## src/rtl/imm_gen_pkg.sv

```systemverilog
// Shared types and constants for the RV32I/RV64I immediate generator.
package imm_gen_pkg;

  typedef enum logic [2:0] {
    FMT_NONE = 3'd0,
    FMT_I    = 3'd1,
    FMT_S    = 3'd2,
    FMT_B    = 3'd3,
    FMT_U    = 3'd4,
    FMT_J    = 3'd5,
    FMT_R    = 3'd6
  } fmt_e;

  localparam logic [6:0] OPC_LOAD   = 7'b0000011;
  localparam logic [6:0] OPC_JALR   = 7'b1100111;
  localparam logic [6:0] OPC_OPIMM  = 7'b0010011;
  localparam logic [6:0] OPC_STORE  = 7'b0100011;
  localparam logic [6:0] OPC_BRANCH = 7'b1100011;
  localparam logic [6:0] OPC_LUI    = 7'b0110111;
  localparam logic [6:0] OPC_AUIPC  = 7'b0010111;
  localparam logic [6:0] OPC_JAL    = 7'b1101111;
  localparam logic [6:0] OPC_OP     = 7'b0110011;

  localparam logic [2:0] F3_SLLI = 3'b001;
  localparam logic [2:0] F3_SRXI = 3'b101;

  // Widen a 32-bit immediate to the largest supported XLEN; callers slice down.
  function automatic logic [63:0] sext(input logic [31:0] v);
    return {{32{v[31]}}, v};
  endfunction

endpackage

```

## src/rtl/imm_gen_comb.sv

```systemverilog
// Purely combinational RV32I/RV64I immediate decode: instr -> imm, format tag, illegal flag.
module imm_gen_comb
  import imm_gen_pkg::*;
#(
  parameter int unsigned XLEN = 32
) (
  input  logic [31:0]     instr_i,
  output logic [XLEN-1:0] imm_o,
  output fmt_e            fmt_o,
  output logic            illegal_o
);

  logic [6:0]      opc;
  logic [2:0]      funct3;
  logic [31:0]     raw;
  logic [63:0]     wide;
  logic [XLEN-1:0] shamt;
  logic            use_shamt;

  assign opc    = instr_i[6:0];
  assign funct3 = instr_i[14:12];

  // Every format is first assembled as a 32-bit word already sign-filled from instr[31].
  always_comb begin
    raw       = '0;
    fmt_o     = FMT_NONE;
    illegal_o = 1'b0;
    use_shamt = 1'b0;
    case (opc)
      OPC_LOAD, OPC_JALR: begin
        raw   = {{20{instr_i[31]}}, instr_i[31:20]};
        fmt_o = FMT_I;
      end
      OPC_OPIMM: begin
        raw       = {{20{instr_i[31]}}, instr_i[31:20]};
        fmt_o     = FMT_I;
        use_shamt = (funct3 == F3_SLLI) || (funct3 == F3_SRXI);
      end
      OPC_STORE: begin
        raw   = {{20{instr_i[31]}}, instr_i[31:25], instr_i[11:7]};
        fmt_o = FMT_S;
      end
      OPC_BRANCH: begin
        raw   = {{19{instr_i[31]}}, instr_i[31], instr_i[7], instr_i[30:25],
                 instr_i[11:8], 1'b0};
        fmt_o = FMT_B;
      end
      OPC_LUI, OPC_AUIPC: begin
        raw   = {instr_i[31:12], 12'b0};
        fmt_o = FMT_U;
      end
      OPC_JAL: begin
        raw   = {{11{instr_i[31]}}, instr_i[31], instr_i[19:12], instr_i[20],
                 instr_i[30:21], 1'b0};
        fmt_o = FMT_J;
      end
      OPC_OP: begin
        fmt_o = FMT_R;
      end
      default: begin
        illegal_o = 1'b1;
      end
    endcase
  end

  always_comb begin
    shamt = '0;
    if (XLEN == 64) begin
      shamt[5:0] = instr_i[25:20];
    end else begin
      shamt[4:0] = instr_i[24:20];
    end
  end

  assign wide  = sext(raw);
  assign imm_o = use_shamt ? shamt : wide[XLEN-1:0];

endmodule

```

## src/rtl/imm_gen_pipe.sv

```systemverilog
// Registered immediate generator with valid/ready handshake, stall hold and flush.
// Optional PC-relative target adder enabled by defining IMM_GEN_TARGET_EN.
module imm_gen_pipe
  import imm_gen_pkg::*;
#(
  parameter int unsigned XLEN = 32,
  parameter int unsigned PC_W = 32
) (
  input  logic            clk,
  input  logic            reset,
  input  logic            in_valid,
  output logic            in_ready,
  input  logic [31:0]     instr_in,
  input  logic [PC_W-1:0] pc_in,
  input  logic            flush,
  output logic            out_valid,
  input  logic            out_ready,
  output logic [XLEN-1:0] imm_out,
  output fmt_e            fmt_out,
  output logic            illegal_out,
  output logic [PC_W-1:0] target_out
);

  logic [XLEN-1:0] dec_imm;
  fmt_e            dec_fmt;
  logic            dec_ill;

  imm_gen_comb #(.XLEN(XLEN)) u_dec (
    .instr_i   (instr_in),
    .imm_o     (dec_imm),
    .fmt_o     (dec_fmt),
    .illegal_o (dec_ill)
  );

  logic            valid_q, valid_d;
  logic [XLEN-1:0] imm_q, imm_d;
  fmt_e            fmt_q, fmt_d;
  logic            ill_q, ill_d;
  logic            accept, load;

  assign in_ready = !valid_q || out_ready;
  assign accept   = in_valid && in_ready;

  // Flush wins over a simultaneous accept; payload registers are left untouched on a kill.
  always_comb begin
    valid_d = valid_q;
    load    = 1'b0;
    if (flush) begin
      valid_d = 1'b0;
    end else if (accept) begin
      valid_d = 1'b1;
      load    = 1'b1;
    end else if (out_ready) begin
      valid_d = 1'b0;
    end
  end

  always_comb begin
    imm_d = imm_q;
    fmt_d = fmt_q;
    ill_d = ill_q;
    if (load) begin
      imm_d = dec_imm;
      fmt_d = dec_fmt;
      ill_d = dec_ill;
    end
  end

  always_ff @(posedge clk) begin
    if (reset) begin
      valid_q <= 1'b0;
      imm_q   <= '0;
      fmt_q   <= FMT_NONE;
      ill_q   <= 1'b0;
    end else begin
      valid_q <= valid_d;
      imm_q   <= imm_d;
      fmt_q   <= fmt_d;
      ill_q   <= ill_d;
    end
  end

  assign out_valid   = valid_q;
  assign imm_out     = imm_q;
  assign fmt_out     = fmt_q;
  assign illegal_out = ill_q;

`ifdef IMM_GEN_TARGET_EN
  logic [PC_W-1:0] imm_pc;
  logic [PC_W-1:0] target_q, target_d;

  generate
    if (PC_W <= XLEN) begin : g_imm_trunc
      assign imm_pc = dec_imm[PC_W-1:0];
    end else begin : g_imm_ext
      assign imm_pc = {{(PC_W-XLEN){dec_imm[XLEN-1]}}, dec_imm};
    end
  endgenerate

  always_comb begin
    target_d = target_q;
    if (load) begin
      target_d = pc_in + imm_pc;
    end
  end

  always_ff @(posedge clk) begin
    if (reset) begin
      target_q <= '0;
    end else begin
      target_q <= target_d;
    end
  end

  assign target_out = target_q;
`else
  logic unused_pc;
  assign unused_pc  = ^pc_in;
  assign target_out = '0;
`endif

endmodule
```

## config.mk

```make
export PLATFORM = sky130hd
export DESIGN_NAME = imm_gen_pipe
export DESIGN_NICKNAME = d
export VERILOG_FILES = /design/src/rtl/imm_gen_pkg.sv /design/src/rtl/imm_gen_comb.sv /design/src/rtl/imm_gen_pipe.sv
export SDC_FILE = /design/constraint.sdc
export NUM_CORES = 1
export LEC_CHECK = 0
export ABC_AREA = 1
export ABC_CLOCK_PERIOD_IN_PS = 2200
export CAP_MARGIN = 5
export CORE_MARGIN = 5
export CORE_UTILIZATION = 41
export CTS_CLUSTER_DIAMETER = 150
export DETAILED_ROUTE_END_ITERATION = 16
export PLACE_DENSITY = 0.87
export SLEW_MARGIN = 20
export SYNTH_ARGS = -nofsm -noshare
export SYNTH_HDL_FRONTEND = slang
export SYNTH_SLANG_ARGS = --single-unit
```

## constraint.sdc

```tcl
create_clock -name clk -period 2.2 [get_ports clk]
set_input_delay 0.33 -clock clk [delete_from_list [all_inputs] [get_ports clk]]
set_output_delay 0.33 -clock clk [all_outputs]
set_load 0.05 [all_outputs]
```

==> results_dict.tcl <==
set metrics [dict create \
    status "completed" \
    wire_per_inst_um 12.6 \
    power_leakage_uw 0.00144 \
    grt_pass1_wl_um 10600 \
    grt_max_degree 34 \
    crit_path_end "imm_out[9]" \
    io_buffers 74 \
    place_worst_setup_slack_ns 0.0610 \
    slew_violations 0 \
    start_kind "primary input" \
    wirelength_um 6500 \
    fin_crit_ns 1.87 \
    cts_root_buffer "clkbuf_8" \
    cts_max_path_buffers 2 \
    finalCritPeriodShare_pct 85.1 \
    synth_area_per_cell_sq_um 6.25 \
    path_clk_slew_ns 0.08 \
    grt_pass1_vias 2424 \
    timing.rr.start "out_valid" \
    r2r_slack_ns 0.71 \
    yosysTopAreaCell "dfxtp_1" \
    cts_tree "done" \
    critical-path-top-delay-family "simple AND/OR/NAND/NOR gates" \
    antenna_found_initial 0 \
    ir_drop_uv 323 \
    layout_commonest_cell "nand2_1" \
    yosysSeqAreaShare_pct 32.0 \
    drive_gt1_share_pct 7.22 \
    synth.distinct_cells 23 \
    dr.pass1.iters 5 \
    maxCapViolations 0 \
    rsz0062_at_grt "no" \
    startpoint "instr_in[5]" \
    worst_slack_ns 0.327 \
    arrival_ns 2.10 \
    globalRouteOverflowTotal 0 \
    synth_top_area_share_pct 32.0 \
    reg2reg_to "imm_out[28]" \
    cts_made_buffers 5 \
    start_util_pct 42.0 \
    crit_fanout 9 \
    clk-insertion-delay-late_ns 0.30 \
    drt_iter0_markers 113 \
    nNetsFinal 511 \
    area_growth_pct 33.7 \
    worstPathRequired_ns 2.43 \
    track_usage_pct 17.9 \
    drc 0 \
    fin_setup_tns_ns 0 \
    power_uw 1530 \
    whs_path_depth 2 \
    ctsResizeCount 0 \
    max_freq_mhz 534 \
    vias 2468 \
    synth_seq_cells 37 \
    finalSetupViolations 0 \
    postCtsHoldBufs 0 \
    ant_nets 0 \
    final_cell_area_sq_um 3090 \
    fillers 525 \
    core_area_sq_um 5510 \
    cp-end-kind "flop" \
    synth_area_leaders "dfxtp_1, nand2_1, buf_4" \
    gp_congestion 0.841 \
    die_width_um 85.1 \
    path_common_cell "nand2_1" \
    hold_path_class "flop to flop" \
    ys_warn_count 0 \
    final_cell_mix "nand2_1, clkdlybuf4s50_1, nand3_1" \
    crit_type "primary input to flop" \
    avgViaCountPerCell 4.79 \
    dpl-instance-area_sq_um 3000 \
    diodes 0 \
    cp_num_buf_inv 2 \
    cpPeakStageDelay_ns 0.57 \
    hold_viol 0 \
    fin_worst_skew_ns 0.00468 \
    slowest_stage "clkdlybuf4s50_1" \
    path_cells "clkdlybuf4s50_1, nand2_1, nor2_4, nand2_1, inv_1, nor2_1, nand2_1, nand3_1, a21oi_1" \
    worst-path-stages 9 \
    ios 139 \
    power.density_nw_per_um2 494 \
    fp.dieArea_sq_um 7240 \
    syn_inst 370 \
    fin_util_pct 56.2 \
    tightest_slew_ns 0.533 \
    rows 27 \
    post_cts_buffers 0 \
    rr_worst_depth 8 \
    clock_sinks 37 \
    htree_num_levels 2 \
    dp_hpwl_um 5040 \
    syn_area_sq_um 2310 \
    die_y_um 85.1 \
    slew_headroom_pct 64.4 \
]
## cell usage after synthesis, drive strengths merged
cell type  number
nor2           36
inv            22
a31oi           1
nand2         135
dfxtp          37
a21oi          33
conb            1
o21ai           4
o211ai          1
nand4           1
buf            44
a41oi           1
nand3          43
clkbuf          8
nor3            2
a211oi          1
## where the power goes
part,total (uW),internal (uW),switching (uW)
combinational,339,96.2,243
clock,510,254,256
sequential,679,676,3.42
## sequential cells by signal, summed over array words and instances (netlist names)
name	flops
illegal_out	1
imm_out	32
fmt_out	3
out_valid	1
## logic make-up after synthesis
logic type | Yosys count | synth area share [%]
other | 1 | 0.162
buffers and inverters | 74 | 18.7
DFF | 37 | 32.0
AOI/OAI and AO/OA | 41 | 9.30
and+or+nand+nor | 217 | 39.8
## worst register-to-register path, stage by stage (launching register included)
cell and delay, ns:
dfxtp_1 0.31, inv_1 0.05, nor2_1 0.05, nor3_2 0.30
nand2_1 0.18, nor2_4 0.14, buf_4 0.17, nand2_1 0.08
a21oi_1 0.14
## layer usage
metal | wire length, um | vias up | part of all wire [%] | global-route usage (%)
li1 | - | 1248 | - | -
met5 | 0 | - | 0 | 0
met3 | 491 | 17 | 7.6 | 5.24
met4 | 153 | 0 | 2.4 | 7.05
met1 | 2490 | 1117 | 38 | 19.0
met2 | 3370 | 86 | 52 | 33.0
## stage by stage
step	instances	hold WS, ns
final	515	0.466
after global routing	515	0.489
after CTS	515	0.469
after detailed placement	507	0.457
after global placement	507	0.453
after floorplan	401	0.408
## layout make-up
| type | instances | area, sq um | share of cell area (%) |
|---|---|---|---|
| multi-input cells | 290 | 1260 | 40.6 |
| well taps | 72 | 90.1 | 2.91 |
| clock inverters | 2 | 13.8 | 0.445 |
| clock buffers | 6 | 82.6 | 2.67 |
| repair buffers | 86 | 828 | 26.8 |
| flip-flops and latches | 37 | 741 | 23.9 |
| inverters | 22 | 82.6 | 2.67 |
## how the worst min path moves through the flow
stage | start | end | slack, ns
2_1_floorplan | flush | out_valid | 0.41
5_1_grt | imm_out[26] | imm_out[26] | 0.49
3_5_place_dp | imm_out[26] | imm_out[26] | 0.46
4_1_cts | imm_out[26] | imm_out[26] | 0.47
6_report | imm_out[19] | imm_out[19] | 0.47
3_3_place_gp | imm_out[31] | imm_out[31] | 0.45
(Power assumes the default switching activity.)
